==> src/rtl/conv_pkg.sv <==
// Shared types and sizing helpers for the conv3d window scheduler.
package conv_pkg;

    typedef enum logic [1:0] {
        IDLE  = 2'd0,
        RUN   = 2'd1,
        DRAIN = 2'd2,
        DONE  = 2'd3
    } sched_state_t;

    // Width of a counter that must hold 0..n-1, never narrower than one bit.
    function automatic int clog2_min1(input int n);
        return (n <= 1) ? 1 : $clog2(n);
    endfunction

    // Valid output extent along one axis for stride 1, no padding.
    function automatic int out_dim(input int fm, input int kern);
        return fm - kern + 1;
    endfunction

endpackage

==> src/rtl/conv3d_sched_if.sv <==
// Window request channel: win_vld/win_rdy handshake carrying output-position coordinates.
// A request transfers on a cycle with win_vld & win_rdy; coordinates stay stable while win_vld waits on win_rdy.
interface conv3d_sched_if #(
    parameter int ZW = 3,
    parameter int YW = 3,
    parameter int XW = 3
);
    logic          win_vld;
    logic          win_rdy;
    logic [ZW-1:0] win_z;
    logic [YW-1:0] win_y;
    logic [XW-1:0] win_x;

    modport master (
        output win_vld,
        output win_z,
        output win_y,
        output win_x,
        input  win_rdy
    );

    modport slave (
        input  win_vld,
        input  win_z,
        input  win_y,
        input  win_x,
        output win_rdy
    );
endinterface

==> src/rtl/conv3d_coord_gen.sv <==
// Raster-order (x fastest, then y, then z) output-position counter for the window scheduler.
module conv3d_coord_gen #(
    parameter int OL = 6,
    parameter int OH = 6,
    parameter int OW = 6,
    parameter int ZW = 3,
    parameter int YW = 3,
    parameter int XW = 3
) (
    input  logic          clk,
    input  logic          rst_n,
    input  logic          clear,
    input  logic          step,
    output logic [ZW-1:0] z,
    output logic [YW-1:0] y,
    output logic [XW-1:0] x,
    output logic          last
);

    logic [ZW-1:0] z_q, z_d;
    logic [YW-1:0] y_q, y_d;
    logic [XW-1:0] x_q, x_d;
    logic          x_end, y_end, z_end;

    assign x_end = (x_q == XW'(OW - 1));
    assign y_end = (y_q == YW'(OH - 1));
    assign z_end = (z_q == ZW'(OL - 1));
    assign last  = x_end & y_end & z_end;

    always_comb begin
        z_d = z_q;
        y_d = y_q;
        x_d = x_q;
        if (clear) begin
            z_d = '0;
            y_d = '0;
            x_d = '0;
        end else if (step) begin
            if (x_end) begin
                x_d = '0;
                if (y_end) begin
                    y_d = '0;
                    z_d = z_end ? '0 : z_q + ZW'(1);
                end else begin
                    y_d = y_q + YW'(1);
                end
            end else begin
                x_d = x_q + XW'(1);
            end
        end
    end

    always_ff @(posedge clk or negedge rst_n) begin
        if (!rst_n) begin
            z_q <= '0;
            y_q <= '0;
            x_q <= '0;
        end else begin
            z_q <= z_d;
            y_q <= y_d;
            x_q <= x_d;
        end
    end

    assign z = z_q;
    assign y = y_q;
    assign x = x_q;

endmodule

==> src/rtl/conv3d_sched.sv <==
// Conv3d window scheduler: sweeps every output position of a volume, throttled by downstream
// FIFO credits, and tracks in-flight kernel results so the sweep ends only once all are back.
module conv3d_sched
    import conv_pkg::*;
#(
    parameter int FM_L      = 8,
    parameter int FM_H      = 8,
    parameter int FM_W      = 8,
    parameter int KERN_L    = 3,
    parameter int KERN_H    = 3,
    parameter int KERN_W    = 3,
    parameter int OUT_DEPTH = 4
) (
    input  logic                  clk,
    input  logic                  reset_n,
    input  logic                  start,
    input  logic                  abort,
    conv3d_sched_if.master        win,
    input  logic                  k_dout_vld,
    input  logic                  res_pop,
    output logic                  res_last,
    output logic                  busy,
    output logic                  done,
    output logic                  aborted,
    output logic                  err,
    output sched_state_t          dbg_state
);

    localparam int OL = out_dim(FM_L, KERN_L);
    localparam int OH = out_dim(FM_H, KERN_H);
    localparam int OW = out_dim(FM_W, KERN_W);
    localparam int ZW = clog2_min1(OL);
    localparam int YW = clog2_min1(OH);
    localparam int XW = clog2_min1(OW);
    localparam int CW = clog2_min1(OUT_DEPTH + 1);
    // Outstanding is sized past the worst legal value so a misbehaving kernel saturates it.
    localparam int NW = clog2_min1(OL * OH * OW + OUT_DEPTH + 1);

    sched_state_t  state_q, state_d;
    logic [CW-1:0] credit_q, credit_d;
    logic [NW-1:0] outst_q, outst_d;
    logic          aborted_q, aborted_d;
    logic          err_q, err_d;

    logic          win_vld;
    logic          fire;
    logic          coord_clear;
    logic          coord_last;
    logic [ZW-1:0] coord_z;
    logic [YW-1:0] coord_y;
    logic [XW-1:0] coord_x;

    assign win_vld = (state_q == RUN) && (credit_q != '0);
    assign fire    = win_vld && win.win_rdy;

    conv3d_coord_gen #(
        .OL (OL),
        .OH (OH),
        .OW (OW),
        .ZW (ZW),
        .YW (YW),
        .XW (XW)
    ) u_coord (
        .clk   (clk),
        .rst_n (reset_n),
        .clear (coord_clear),
        .step  (fire),
        .z     (coord_z),
        .y     (coord_y),
        .x     (coord_x),
        .last  (coord_last)
    );

    always_comb begin
        state_d     = state_q;
        aborted_d   = aborted_q;
        coord_clear = 1'b0;
        case (state_q)
            IDLE: begin
                if (start) begin
                    state_d     = RUN;
                    aborted_d   = 1'b0;
                    coord_clear = 1'b1;
                end
            end
            RUN: begin
                // Abort wins over a coincident final fire; the fire is still accounted below.
                if (abort) begin
                    state_d   = DRAIN;
                    aborted_d = 1'b1;
                end else if (fire && coord_last) begin
                    state_d = DRAIN;
                end
            end
            DRAIN: begin
                if ((outst_q == '0) && !fire) begin
                    state_d = DONE;
                end
            end
            DONE: begin
                state_d = IDLE;
            end
            default: begin
                state_d = IDLE;
            end
        endcase
    end

    always_comb begin
        credit_d = credit_q;
        if (fire && !res_pop) begin
            credit_d = credit_q - CW'(1);
        end else if (res_pop && !fire && (credit_q != CW'(OUT_DEPTH))) begin
            credit_d = credit_q + CW'(1);
        end
    end

    always_comb begin
        outst_d = outst_q;
        if (fire && !k_dout_vld) begin
            if (outst_q != '1) begin
                outst_d = outst_q + NW'(1);
            end
        end else if (k_dout_vld && !fire && (outst_q != '0)) begin
            outst_d = outst_q - NW'(1);
        end
    end

    always_comb begin
        err_d = err_q;
        if (k_dout_vld && (outst_q == '0)) begin
            err_d = 1'b1;
        end
        if (res_pop && (credit_q == CW'(OUT_DEPTH))) begin
            err_d = 1'b1;
        end
    end

    always_ff @(posedge clk or negedge reset_n) begin
        if (!reset_n) begin
            state_q   <= IDLE;
            credit_q  <= CW'(OUT_DEPTH);
            outst_q   <= '0;
            aborted_q <= 1'b0;
            err_q     <= 1'b0;
        end else begin
            state_q   <= state_d;
            credit_q  <= credit_d;
            outst_q   <= outst_d;
            aborted_q <= aborted_d;
            err_q     <= err_d;
        end
    end

    assign win.win_vld = win_vld;
    assign win.win_z   = coord_z;
    assign win.win_y   = coord_y;
    assign win.win_x   = coord_x;

    assign res_last  = k_dout_vld && (state_q == DRAIN) && (outst_q == NW'(1)) && !aborted_q;
    assign busy      = (state_q == RUN) || (state_q == DRAIN);
    assign done      = (state_q == DONE);
    assign aborted   = aborted_q;
    assign err       = err_q;
    assign dbg_state = state_q;

endmodule
==> src/flat_wrapper.sv <==
// flat-port wrapper written by rule: the top's interface ports become plain ports
module conv3d_sched_flat import conv_pkg::*;
#(
    parameter int FM_L      = 8,
    parameter int FM_H      = 8,
    parameter int FM_W      = 8,
    parameter int KERN_L    = 3,
    parameter int KERN_H    = 3,
    parameter int KERN_W    = 3,
    parameter int OUT_DEPTH = 4
)
  (clk, reset_n, start, abort, k_dout_vld, res_pop, res_last, busy, done, aborted, err, dbg_state, win_win_vld, win_win_z, win_win_y, win_win_x, win_win_rdy);
  conv3d_sched_if win_i ();
  input  logic clk;
  input  logic reset_n;
  input  logic start;
  input  logic abort;
  input  logic k_dout_vld;
  input  logic res_pop;
  output logic res_last;
  output logic busy;
  output logic done;
  output logic aborted;
  output logic err;
  output sched_state_t dbg_state;
  output wire logic [$bits(win_i.win_vld)-1:0] win_win_vld;
  output wire logic [$bits(win_i.win_z)-1:0] win_win_z;
  output wire logic [$bits(win_i.win_y)-1:0] win_win_y;
  output wire logic [$bits(win_i.win_x)-1:0] win_win_x;
  input wire logic [$bits(win_i.win_rdy)-1:0] win_win_rdy;
  assign win_win_vld = win_i.win_vld;
  assign win_win_z = win_i.win_z;
  assign win_win_y = win_i.win_y;
  assign win_win_x = win_i.win_x;
  assign win_i.win_rdy = win_win_rdy;
  conv3d_sched #(.FM_L(FM_L), .FM_H(FM_H), .FM_W(FM_W), .KERN_L(KERN_L), .KERN_H(KERN_H), .KERN_W(KERN_W), .OUT_DEPTH(OUT_DEPTH)) u_core (.clk(clk), .reset_n(reset_n), .start(start), .abort(abort), .win(win_i), .k_dout_vld(k_dout_vld), .res_pop(res_pop), .res_last(res_last), .busy(busy), .done(done), .aborted(aborted), .err(err), .dbg_state(dbg_state));
endmodule
==> config.mk <==
export PLATFORM = sky130hd
export DESIGN_NAME = conv3d_sched_flat
export DESIGN_NICKNAME = d
export VERILOG_FILES = /design/src/rtl/conv_pkg.sv /design/src/rtl/conv3d_sched_if.sv /design/src/rtl/conv3d_coord_gen.sv /design/src/rtl/conv3d_sched.sv /design/src/flat_wrapper.sv
export SDC_FILE = /design/constraint.sdc
export NUM_CORES = 1
export LEC_CHECK = 0
export BUFFER_PORTS_ARGS = -buffer_cell sky130_fd_sc_hd__buf_2
export CORE_UTILIZATION = 45
export CTS_CLUSTER_SIZE = 24
export DETAILED_ROUTE_END_ITERATION = 6
export GPL_TIMING_DRIVEN = 0
export PLACE_DENSITY = 0.62
export SYNTH_ARGS = -nofsm -noshare
export SYNTH_HDL_FRONTEND = slang
export SYNTH_HIERARCHICAL = 1
export SYNTH_SLANG_ARGS = --single-unit
==> constraint.sdc <==
create_clock -name clk -period 5.5 [get_ports clk]
set_clock_uncertainty 0.15 [all_clocks]
set_input_delay 1.1 -clock clk [delete_from_list [all_inputs] [get_ports clk]]
set_output_delay 1.1 -clock clk [all_outputs]
set_load 0.02 [all_outputs]
Word-level counts from Yosys, hierarchy flattened --
Index checks and enable logic that the tools add are counted. W data, S select, Z words.
Storage, ports and cells: register bits after elaboration 24, output and inout port bits 17, word-level logic and storage cells 97
Cells by class: add/sub/neg operators 7, equal/unequal tests 15, mux-type cells 29, bitwise logic cells 2, reduce and logical (&&, ||, !) cells 36
Operators with widths (count):
- $mux W3 | 14
- $mux W8 | 3
- $logic_and A1 B1 Y1 | 15
- $reduce_bool A2 Y1 | 7
- $add A3 B1 Y3 const B | 4
- $eq A3 B3 Y1 const B | 4
- $reduce_and A3 Y1 | 3
- $add A8 B1 Y8 const B | 1
- $eq A8 B1 Y1 const B | 1
- $logic_not A8 Y1 | 1
- $mux W2 | 4
- $ne A8 B8 Y1 const B | 1
- $pmux W2 S4 | 1
- $reduce_bool A8 Y1 | 1
- $sub A8 B1 Y8 const B | 1
- $mux W1 | 6
- $ne A2 B2 Y1 const B | 3
- $ne A3 B3 Y1 const B | 2
- $eq A2 B2 Y1 const B | 2
- $logic_not A1 Y1 | 4
- $reduce_and A2 Y1 | 2
- $reduce_bool A3 Y1 | 1
- $sub A3 B1 Y3 const B | 1
- $and A1 B1 Y1 | 2
- other kinds (5) | 5

Depth between registers and ports, before layout --
Gate-level depths: netlist of run 1.
depth after elaboration 8, depth in mapped cells 9, mapped depth without buffers 9

By module --
The synthesis of run 1 kept the hierarchy.
Modules (own cells, without submodules):
- conv3d_sched | times used 1, cells each 113, area each 1117.3 sq um, sequential area each 376.6 sq um
- conv3d_coord_gen | times used 1, cells each 45, area each 464.2 sq um, sequential area each 225.2 sq um

Worst setup path after synthesis of run 1 --
OpenSTA, ideal clock, no wires.
path type input-to-output, from in k_dout_vld, to out res_last, arrival 1.519 ns, data required time 4.250 ns, path slack 2.731 ns, stages 2, path through and4b_1 > and3_1
Between the ends: cells in the longest elaborated chain, start to end 3
RTL lines:
- start: declaration | RTL line flat_wrapper.sv:18 | input logic k_dout_vld;
- $logic_and A1 B1 Y1 (3 in series) | RTL line conv3d_sched.sv:160 | assign res_last = k_dout_vld && (state_q == DRAIN) && (outst_q == NW'(1)) && !aborted_q;
- end: declaration | RTL line flat_wrapper.sv:20 | output logic res_last;
Every way passes these cells.

Worst setup path in the final report of run 1 --
Same ends and word-level chain as after synthesis.

==> Flow_metrics.wiki, run 1 <==
{| class="wikitable"
! Metric !! Value
|-
| Required time of the worst setup path || 4.25 ns
|-
| Effective utilization at floorplan || 0.470
|-
| Num CTS Buffers || 3
|-
| I/O pin count || 24
|-
| Total DRC errors in the routed layout || 0
|-
| Final non-filler cell area || 1810 um2
|-
| Clock-pin slew reported for the worst setup and hold paths after clock tree synthesis || 0.13 ns
|-
| Synth Net Count || 175
|-
| Share of flip-flops with an asynchronous set or reset || 1.00
|-
| Die ar. || around 3800 um2
|-
| Library cell with the largest summed area after synthesis || sky130_fd_sc_hd__dfrtp_1
|-
| Leakage || 0.844 nW
|-
| Max FO, Critical Path || 3
|-
| Hpwl dp || 2.32 mm
|-
| Post-synth top cells || sky130_fd_sc_hd__dfrtp_1, sky130_fd_sc_hd__nand2_1, sky130_fd_sc_hd__a21oi_1
|-
| Share of the synthesized area in the top cell type || 0.364
|-
| Die outline width || ~60 um
|-
| Post-DRT Antenna Nets || 0
|-
| Most frequently used flop master after synthesis || sky130_fd_sc_hd__dfrtp_1
|-
| Layout area overhead || 14.2%
|-
| Post-synth EDFFs || 0
|-
| Max Fclk || 334 MHz
|-
| Sum of negative setup slack || 0 ns
|-
| Main area contributors after synthesis || sky130_fd_sc_hd__dfrtp_1, sky130_fd_sc_hd__ha_1, sky130_fd_sc_hd__a21oi_1, sky130_fd_sc_hd__nand2_1, sky130_fd_sc_hd__xor2_1
|-
| Number of hold buffers added after CTS || 0
|-
| Largest net degree at the start of global routing || 25
|-
| CP Launch Point || k_dout_vld
|-
| Hold_sp || u_core/err
|-
| Share of the cycle needed by the critical path after routing || 0.544
|-
| Setup-failing EPs final || 0
|-
| Global-route usage over all layers || 0.182
|-
| Number of standard cells after synthesis || between 150 and 200
|-
| Mean Syn Cell Area || about 10 um2
|-
| Gpl congestion || roughly 0.73
|-
| Final antenna diode count || 0
|-
| Setup repair after global routing missed its margin || false
|-
| Total cell area at the placement stage || 1750 um2
|-
| Number of nets in the finished design || between 200 and 250
|-
| Crit path launch type || input port
|-
| Port Buf Inserts || 23
|-
| Max-slew violation count || 0
|-
| Post-synthesis register bit count || 24
|-
| Height of the chip || 61.3 um
|-
| Number of max-cap violations || 0
|-
| Via density per instance || 5.39
|-
| Clk sink count || 24
|-
| CTS tree || yes
|-
| Time the worst path needs with I/O delays and setup || 2.99 ns
|-
| Root buffer cell || sky130_fd_sc_hd__clkbuf_4
|-
| Wirelength, routed || 3.19 mm
|-
| Clk_lat worst skew || approximately 0.31 ns
|-
| Share of layout cells above drive strength 1 || 0.249
|-
| Sequential element share of the synthesized area || 0.381
|-
| Count of yosys warnings during synthesis || 6
|-
| Worst relative slew slack || 0.639
|-
| Core area || 3360 um2
|-
| Drt pass-1 iters || 4
|-
| Run status || completed
|-
| Maximum ir drop on the vdd rail || ~0.00032 V
|-
| Vias || 1246
|-
| Transition time of the tightest slew-check pin || 0.541 ns
|-
| Number of library cell types mapped by synthesis || 49
|-
| Class of the worst hold path || reg2reg
|-
| R2R Path Start || u_core/dbg_state[1]
|-
| 1st-iter DRT viols || 121
|-
| Vias in the first global route || between 1000 and 1500
|-
| Post_cts resized || 0
|-
| Congestion Overflow GR || 0
|-
| Number of buffers between clock root and the deepest sink || 2
|-
| Finished Core Util || 0.537
|-
| Critical path data arrival time || 1.74 ns
|-
| Final routed wire length divided by cell count || 13.8 um
|-
| Endpoints failing hold || 0
|-
| Synthesized area || about 1600 um2
|-
| H-tree levels || 1
|-
| Kind of end point of the critical path || primary output
|-
| Row count || 21
|-
| Critical path class || in2out
|-
| Wire length of the first global-routing pass || between 5 and 6 mm
|-
| Power per cell area || 487 nW/um2
|-
| Antenna violations before repair || 0
|-
| Setup Fix Bufs, Post-CTS || 0
|-
| Most frequent cell after synthesis || sky130_fd_sc_hd__dfrtp_1
|}
stage by stage:
| step | power (mW) | cells | hold WS [ns] | setup slack [ns] |
|---|---|---|---|---|
| 2_1_floorplan | 0.640 | 158 | 0.328 | 2.73 |
| 3_3_place_gp | 0.739 | 227 | 0.342 | 2.52 |
| 3_5_place_dp | 0.751 | 227 | 0.343 | 2.50 |
| 4_1_cts | 0.888 | 231 | 0.376 | 2.50 |
| 5_1_grt | 0.947 | 231 | 0.409 | 2.45 |
| 6_report | 0.880 | 231 | 0.362 | 2.51 |
layout by cell type, fill, tap and decap left out, types with 2 or more instances in the layout:
cell type and n:
sky130_fd_sc_hd__a21oi_1 12, sky130_fd_sc_hd__a21oi_2 4, sky130_fd_sc_hd__a31oi_1 2, sky130_fd_sc_hd__and3_2 3, sky130_fd_sc_hd__and4b_1 2, sky130_fd_sc_hd__buf_2 23
sky130_fd_sc_hd__clkbuf_4 3, sky130_fd_sc_hd__dfrtp_1 23, sky130_fd_sc_hd__ha_1 9, sky130_fd_sc_hd__inv_1 9, sky130_fd_sc_hd__mux2i_1 2, sky130_fd_sc_hd__nand2_1 14
sky130_fd_sc_hd__nand3_1 5, sky130_fd_sc_hd__nand3b_1 3, sky130_fd_sc_hd__nand4_1 2, sky130_fd_sc_hd__nand4b_1 4, sky130_fd_sc_hd__nor2_1 10, sky130_fd_sc_hd__nor2b_1 2
sky130_fd_sc_hd__nor3_1 2, sky130_fd_sc_hd__nor3_2 2, sky130_fd_sc_hd__o21ai_0 7, sky130_fd_sc_hd__or3_1 3, sky130_fd_sc_hd__or4_1 4, sky130_fd_sc_hd__xnor2_1 3
sky130_fd_sc_hd__xor2_1 5
power by group:
part / switching (mW) / leakage (nW) / internal, mW / total, mW
Combinational: 0.225 / 0.518 / 0.168 / 0.393
Sequential: 0.113 / 0.298 / 0.244 / 0.358
Clock: 0.0552 / 0.0279 / 0.0736 / 0.129
kinds of logic (layout without fill, tap and decap cells):
kind of cell,after synthesis,after routing,synth area share
and+or+nand+nor,66,66,0.272
AOI/OAI and AO/OA,34,34,0.155
DFF,24,24,0.381
buffers and inverters,13,40,0.0443
adders and majority gates,10,10,0.0839
xor gates and xnor gates,8,8,0.0443
muxes,3,3,0.0198
routing by layer:
layer	wire, um	part of all wire	up-vias	global-route usage
met3	140	0.044	2	0.0315
met4	21	0.0066	0	0.0714
met1	1530	0.48	586	0.220
met2	1490	0.47	31	0.320
met5	0	0	-	0
li1	-	-	627	-
cell type report:
| cell class | instances | area (um2) |
|---|---|---|
| fillers | 328 | 1560 |
| multi-input cells | 121 | 910 |
| flip-flops and latches | 24 | 602 |
| repair buffers | 23 | 115 |
| well taps | 46 | 57.6 |
| inverters | 11 | 55.1 |
| clock inverters | 1 | 30.0 |
| clock buffers | 3 | 22.5 |
| plain buffers | 2 | 15.0 |
worst max-delay path, stage by stage:
cell and delay, ns:
sky130_fd_sc_hd__buf_2 0.12, sky130_fd_sc_hd__and4b_1 0.18, sky130_fd_sc_hd__and3_1 0.19, sky130_fd_sc_hd__buf_2 0.16
sequential cells by signal, summed over array words and instances, names as in the netlist:
register          count
u_core/err            1
u_core/u_coord/z      3
u_core/credit_q       3
u_core/u_coord/y      3
u_core/aborted        1
u_core/dbg_state      2
u_core/u_coord/x      3
u_core/outst_q        8
path summary, 6_finish.rpt:
path,endpoint,slack (ns),depth (start not counted)
max,res_last,2.51,4
min,u_core/err,0.36,2
max reg2reg,u_core/credit_q[2],3.15,8
min reg2reg,u_core/err,0.36,2
max in group asynchronous,u_core/credit_q[2],4.24,1
min in group asynchronous,u_core/u_coord/z[2],0.60,1
Note: power is estimated with default switching activity, not from simulation.
==> run 2, diff against run 1 <==
- PLACE_DENSITY: 0.62 -> 0.65
- clock period: 5.5 -> 2.55 ns (I/O delays scaled with it)
==> Flow_metrics.wiki, run 2 (synthesis gave the netlist of run 1 again) <==
{| class="wikitable"
! Metric !! Value
|-
| Run status || completed (unchanged)
|-
| Commonest non-fill, non-tap cells in the layout || sky130_fd_sc_hd__buf_2, sky130_fd_sc_hd__dfrtp_1, sky130_fd_sc_hd__nand2_1 (unchanged)
|-
| Number of flip-flops under the largest register name || 8 (unchanged)
|-
| CTS tree || yes (unchanged)
|-
| Crit-path most repeated cell || sky130_fd_sc_hd__inv_1 (was sky130_fd_sc_hd__buf_2)
|-
| Final routed wire length divided by cell count || 14.3 um (was 13.8 um)
|-
| Layout area overhead || 13.2% (was 14.2%)
|-
| Number of nets in the finished design || 203 (unchanged)
|-
| Num CTS Buffers || 3 (unchanged)
|-
| Vias || 1303 (was 1246)
|-
| Critical path data arrival time || 2.47 ns (was 1.74 ns)
|-
| Number of hold buffers added after CTS || 0 (unchanged)
|-
| Vias in the first global route || 1207 (was 1171)
|-
| Buffering stage count on the worst path with inverters included || 2 (unchanged)
|-
| Root buffer cell || sky130_fd_sc_hd__clkbuf_4 (unchanged)
|-
| Hpwl dp || 2.41 mm (was 2.32 mm)
|-
| Wirelength, routed || 3.31 mm (was 3.19 mm)
|-
| Final antenna diode count || 0 (unchanged)
|-
| Fraction of power consumed by the clock network || 0.112 (was 0.146)
|-
| Kind of end point of the critical path || flip-flop (was primary output)
|-
| Die ar. || 3760 um2 (unchanged)
|-
| Total DRC errors in the routed layout || 0 (unchanged)
|-
| Largest incremental delay on the critical path || 0.45 ns (was 0.19 ns)
|-
| Maximum ir drop on the vdd rail || 0.000552 V (was 0.000316 V)
|-
| H-tree levels || 1 (unchanged)
|-
| Clk_lat worst skew || 0.32 ns (was 0.31 ns)
|-
| Drt pass-1 iters || 6 (was 4)
|-
| Power per cell area || 1030 nW/um2 (was 487 nW/um2)
|-
| Core area || 3360 um2 (unchanged)
|-
| Row count || 21 (unchanged)
|-
| Die outline width || 61.3 um (unchanged)
|-
| Largest net degree at the start of global routing || 25 (unchanged)
|-
| 1st-iter DRT viols || 61 (was 121)
|-
| Congestion Overflow GR || 0 (unchanged)
|-
| Setup-failing EPs final || 0 (unchanged)
|-
| Setup repair after global routing missed its margin || false (unchanged)
|-
| Global-route usage over all layers || 0.192 (was 0.182)
|-
| Sum of negative setup slack || 0 ns (unchanged)
|-
| CP Launch Point || u_core/dbg_state[1] (was k_dout_vld)
|-
| Total cell area at the placement stage || 1750 um2 (unchanged)
|-
| Time the worst path needs with I/O delays and setup || between 2 and 2.5 ns
|-
| Max FO, Critical Path || 5 (was 3)
|-
| Port Buf Inserts || 23 (unchanged)
|-
| Number of buffers between clock root and the deepest sink || 2 (unchanged)
|-
| Share of power burned in combinational logic || 0.466 (was 0.447)
|-
| Worst path slowest cell || sky130_fd_sc_hd__dfrtp_1 (was sky130_fd_sc_hd__and3_1)
|-
| Number of fillers in the final layout || 333 (was 328)
|-
| Clk sink count || 24 (unchanged)
|-
| P_sw || 0.860 mW (was 0.394 mW)
|-
| Gpl congestion || 0.793 (was 0.726)
|-
| Required time of the worst setup path || 2.65 ns (was 4.25 ns)
|-
| Final non-filler cell area || 1790 um2 (was 1810 um2)
|-
| Post_cts resized || 0 (unchanged)
|-
| Post-DRT Antenna Nets || 0 (unchanged)
|-
| Number of max-cap violations || 0 (unchanged)
|-
| Largest delay share family, worst path || adder cells (was simple AND/OR/NAND/NOR gates)
|-
| Internal Power || 0.978 mW (was 0.486 mW)
|-
| Leakage || 0.837 nW (was 0.844 nW)
|-
| Class of the worst hold path || in2async (was reg2reg)
|-
| Register name with the most flops || u_core/outst_q (unchanged)
|-
| Critical path class || reg2reg (was in2out)
|-
| Crit path launch type || flip-flop (was input port)
|-
| I/O pin count || 24 (unchanged)
|-
| Critical-path cell list || inv_1 > ha_1 > o311ai_4 > nor2_1 > inv_1 > fa_1 > or3_1 > o211ai_1 (was buf_2 > and4b_1 > and3_1 > buf_2)
|-
| Antenna violations before repair || 0 (unchanged)
|-
| Effective utilization at floorplan || 0.470 (unchanged)
|-
| Max-slew violation count || 0 (unchanged)
|-
| Wire length of the first global-routing pass || 5.31 mm (was 5.07 mm)
|-
| Share of the cycle needed by the critical path after routing || 0.930
|-
| Worst relative slew slack || 0.631 (was 0.639)
|-
| Transition time of the tightest slew-check pin || 0.553 ns (was 0.541 ns)
|-
| Max Fclk || 422 MHz
|-
| Setup Fix Bufs, Post-CTS || 0 (unchanged)
|-
| Overall power || 1.84 mW (was 0.880 mW)
|-
| Height of the chip || 61.3 um (unchanged)
|-
| Endpoints failing hold || 0 (unchanged)
|-
| Fraction of power spent switching nets || 0.468 (was 0.447)
|-
| Share of total power in sequential cells || 0.422 (was 0.407)
|-
| Clock-pin slew reported for the worst setup and hold paths after clock tree synthesis || 0.14 ns (was 0.13 ns)
|-
| R2R Path Start || u_core/dbg_state[1] (unchanged)
|-
| Share of layout cells above drive strength 1 || 0.249 (unchanged)
|-
| Via density per instance || 5.64 (was 5.39)
|}
run 2: changes by cell type in the layout (fill, tap and decap cells not counted):
| cell | previous run | this run |
|---|---|---|
| sky130_fd_sc_hd__bufinv_16 | 1 | 0 |
| sky130_fd_sc_hd__clkbuf_8 | 0 | 1 |
run 2: final timing paths:
path,to,slack [ns],cells after the start
setup / recovery,u_core/credit_q[2],0.18,8
max in group asynchronous,u_core/credit_q[2],1.88,1
min in group clk,u_core/aborted,0.31,3
setup reg to reg,u_core/credit_q[2],0.18,8
hold / removal,u_core/u_coord/x[0],0.006,1
hold reg to reg,u_core/err,0.36,2
run 2: routing by layer:
metal	track usage	up-vias	wire length [um]
met1	0.241	643	1550
met3	0.0294	2	114
met4	0.0682	0	19
met5	0	-	0
li1	-	632	-
met2	0.335	26	1620
run 2: layout make-up:
class | count | area, um2 | area share
clock buffers | 4 | 36.3 | 0.0203
well taps | 46 | 57.6 | 0.0321
flip-flops and latches | 24 | 602 | 0.336
repair buffers | 23 | 115 | 0.0643
multi-input cells | 121 | 910 | 0.508
plain buffers | 2 | 15.0 | 0.00839
inverters | 11 | 55.1 | 0.0307
run 2: metrics by stage:
| step | hold slack (ns) | instances | worst slack, ns | util |
|---|---|---|---|---|
| 2_1_floorplan | 0.0644 | 158 | 0.318 | - |
| 3_3_place_gp | 0.339 | 227 | 0.303 | 0.522 |
| 3_5_place_dp | 0.337 | 227 | 0.193 | 0.522 |
| 4_1_cts | 0.0198 | 231 | 0.175 | 0.532 |
| 5_1_grt | 0.0197 | 231 | 0.0379 | 0.532 |
| 6_report | 0.00622 | 231 | 0.179 | 0.532 |
run 2: power by group through the flow:
stage	clock (mW)	combinational (mW)	sequential, mW
after floorplan	0	0.598	0.783
after global placement	0	0.822	0.765
after detailed placement	0	0.861	0.776
after CTS	0.213	0.864	0.773
after global routing	0.231	0.950	0.804
final	0.206	0.856	0.776
==> run 3, diff against run 2 <==
- CORE_UTILIZATION: 45 -> 40
- PLACE_DENSITY: 0.65 -> 0.59
==> Flow_metrics.wiki, run 3 (synthesis gave the netlist of run 1 again) <==
{| class="wikitable"
! Metric !! Value
|-
| Die outline width || 64.9 um (was 61.3 um)
|-
| Overall power || 1.85 mW (was 1.84 mW)
|-
| Clk sink count || 24 (unchanged)
|-
| Maximum ir drop on the vdd rail || 0.000454 V (was 0.000552 V)
|-
| Final antenna diode count || 0 (unchanged)
|-
| Register name with the most flops || u_core/outst_q (unchanged)
|-
| Share of layout cells above drive strength 1 || 0.243 (was 0.249)
|-
| Post-DRT Antenna Nets || 0 (unchanged)
|-
| Clock-pin slew reported for the worst setup and hold paths after clock tree synthesis || 0.09 ns (was 0.14 ns)
|-
| Depth of the worst register-to-register path || 8 (unchanged)
|-
| Required time of the worst setup path || 2.59 ns (was 2.65 ns)
|-
| Effective utilization at floorplan || 0.426 (was 0.470)
|-
| Row count || 22 (was 21)
|-
| Number of fillers in the final layout || 374 (was 333)
|-
| Class of the worst hold path || in2async (unchanged)
|-
| Max Fclk || 431 MHz (was 422 MHz)
|-
| Buffering stage count on the worst path with inverters included || 2 (unchanged)
|-
| Time the worst path needs with I/O delays and setup || 2.32 ns (was 2.37 ns)
|-
| R2r endpoint || u_core/credit_q[2] (unchanged)
|-
| Number of nets in the finished design || 203 (unchanged)
|-
| Setup repair after global routing missed its margin || false (unchanged)
|-
| Worst relative slew slack || 0.634 (was 0.631)
|-
| Setup Fix Bufs, Post-CTS || 0 (unchanged)
|-
| Core area || 3720 um2 (was 3360 um2)
|-
| Crit path launch type || flip-flop (unchanged)
|-
| Finished Core Util || 0.485 (was 0.532)
|-
| Endpoints failing hold || 0 (unchanged)
|-
| Wire length of the first global-routing pass || 5.29 mm (was 5.31 mm)
|-
| Layout area overhead || 13.9% (was 13.2%)
|-
| Clk_lat worst skew || 0.27 ns (was 0.32 ns)
|-
| Vias || 1264 (was 1303)
|-
| Share of the cycle needed by the critical path after routing || 0.910 (was 0.930)
|-
| Critical path data arrival time || 2.36 ns (was 2.47 ns)
|-
| Drt pass-1 iters || 4 (was 6)
|-
| Post_cts resized || 0 (unchanged)
|-
| Sum of negative setup slack || 0 ns (unchanged)
|-
| Hpwl dp || 2.25 mm (was 2.41 mm)
|-
| Setup-failing EPs final || 0 (unchanged)
|-
| Antenna violations before repair || 0 (unchanged)
|-
| Worst slack at placement || 0.255 ns (was 0.193 ns)
|-
| Die ar. || 4210 um2 (was 3760 um2)
|-
| Largest incremental delay on the critical path || 0.42 ns (was 0.45 ns)
|-
| Gpl congestion || 0.791 (was 0.793)
|-
| Global-route usage over all layers || 0.164 (was 0.192)
|-
| 1st-iter DRT viols || 59 (was 61)
|-
| Power per cell area || 1030 nW/um2 (about the same)
|-
| Worst path slowest cell || sky130_fd_sc_hd__dfrtp_1 (unchanged)
|-
| Root buffer cell || sky130_fd_sc_hd__clkbuf_8 (was sky130_fd_sc_hd__clkbuf_4)
|-
| Number of buffers between clock root and the deepest sink || 2 (unchanged)
|-
| CTS tree || yes (unchanged)
|-
| Total DRC errors in the routed layout || 0 (unchanged)
|-
| Critical-path cell list || inv_1 > ha_1 > o311ai_4 > nor2_1 > inv_1 > fa_1 > or3_1 > o211ai_1 (unchanged)
|-
| Max FO, Critical Path || 5 (unchanged)
|-
| Transition time of the tightest slew-check pin || 0.549 ns (was 0.553 ns)
|-
| Final hold slack || 0.0656 ns (was 0.00622 ns)
|-
| Via density per instance || 5.42 (was 5.64)
|-
| Wirelength, routed || 3.13 mm (was 3.31 mm)
|-
| R2R Path Start || u_core/dbg_state[1] (unchanged)
|-
| R2R Setup Slk || 0.23 ns (was 0.18 ns)
|-
| H-tree levels || 1 (unchanged)
|-
| Largest delay share family, worst path || adder cells (unchanged)
|-
| Kind of end point of the critical path || flip-flop (unchanged)
|-
| Largest net degree at the start of global routing || 25 (unchanged)
|-
| Vias in the first global route || 1212 (was 1207)
|-
| Max-slew violation count || 0 (unchanged)
|-
| Number of flip-flops under the largest register name || 8 (unchanged)
|-
| Number of hold buffers added after CTS || 0 (unchanged)
|-
| Port Buf Inserts || 23 (unchanged)
|-
| Congestion Overflow GR || 0 (unchanged)
|-
| Minimum setup slack in the final design || 0.229 ns (was 0.179 ns)
|-
| I/O pin count || 24 (unchanged)
|-
| Commonest non-fill, non-tap cells in the layout || sky130_fd_sc_hd__buf_2, sky130_fd_sc_hd__dfrtp_1, sky130_fd_sc_hd__nand2_1 (unchanged)
|-
| Number of max-cap violations || 0 (unchanged)
|-
| Crit-path most repeated cell || sky130_fd_sc_hd__inv_1 (unchanged)
|-
| Num CTS Buffers || 3 (unchanged)
|-
| Final routed wire length divided by cell count || 13.4 um (was 14.3 um)
|-
| Height of the chip || 64.9 um (was 61.3 um)
|-
| Critical path class || reg2reg (unchanged)
|-
| Run status || completed (unchanged)
|-
| Leakage || 0.839 nW (was 0.837 nW)
|}
run 3: cell counts in the layout (fill, tap and decap cells not counted):
No cell type changed its count.
run 3: how the worst max path moves through the flow:
stage,startpoint,to,slack (ns),depth (start not counted)
after floorplan,u_core/dbg_state[1],u_core/credit_q[2],0.32,8
after global placement,u_core/dbg_state[1],u_core/credit_q[2],0.30,8
after detailed placement,u_core/dbg_state[1],u_core/credit_q[2],0.26,8
after CTS,u_core/dbg_state[1],u_core/credit_q[2],0.22,8
after global routing,u_core/dbg_state[1],u_core/credit_q[2],0.07,8
final,u_core/dbg_state[1],u_core/credit_q[2],0.23,8
run 3: per-layer routing:
metal / up-vias / track usage / wire, um
met5: - / 0 / 0
met4: 0 / 0.0750 / 43
met3: 4 / 0.0282 / 107
met2: 19 / 0.272 / 1430
met1: 610 / 0.205 / 1560
li1: 631 / - / -
run 3: per-stage QoR:
stage	cells	instance area (um2)
floorplan	158	1580
CTS	233	1800
global placement	229	1760
global route	233	1800
detailed placement	229	1760
finish	233	1800
run 3: cell type report:
cell class	instances	area (um2)	share of cell area
clock buffers	4	45.0	0.0250
flip-flops and latches	24	602	0.334
multi-input cells	121	910	0.505
plain buffers	2	15.0	0.00833
inverters	11	55.1	0.0306
repair buffers	23	115	0.0639
well taps	48	60.1	0.0333
run 3: power by group:
part | internal, mW | switching, mW | leakage [nW]
sequential | 0.528 | 0.243 | 0.298
clock | 0.112 | 0.125 | 0.0228
combinational | 0.362 | 0.479 | 0.518
total | 1.00 | 0.847 | 0.839
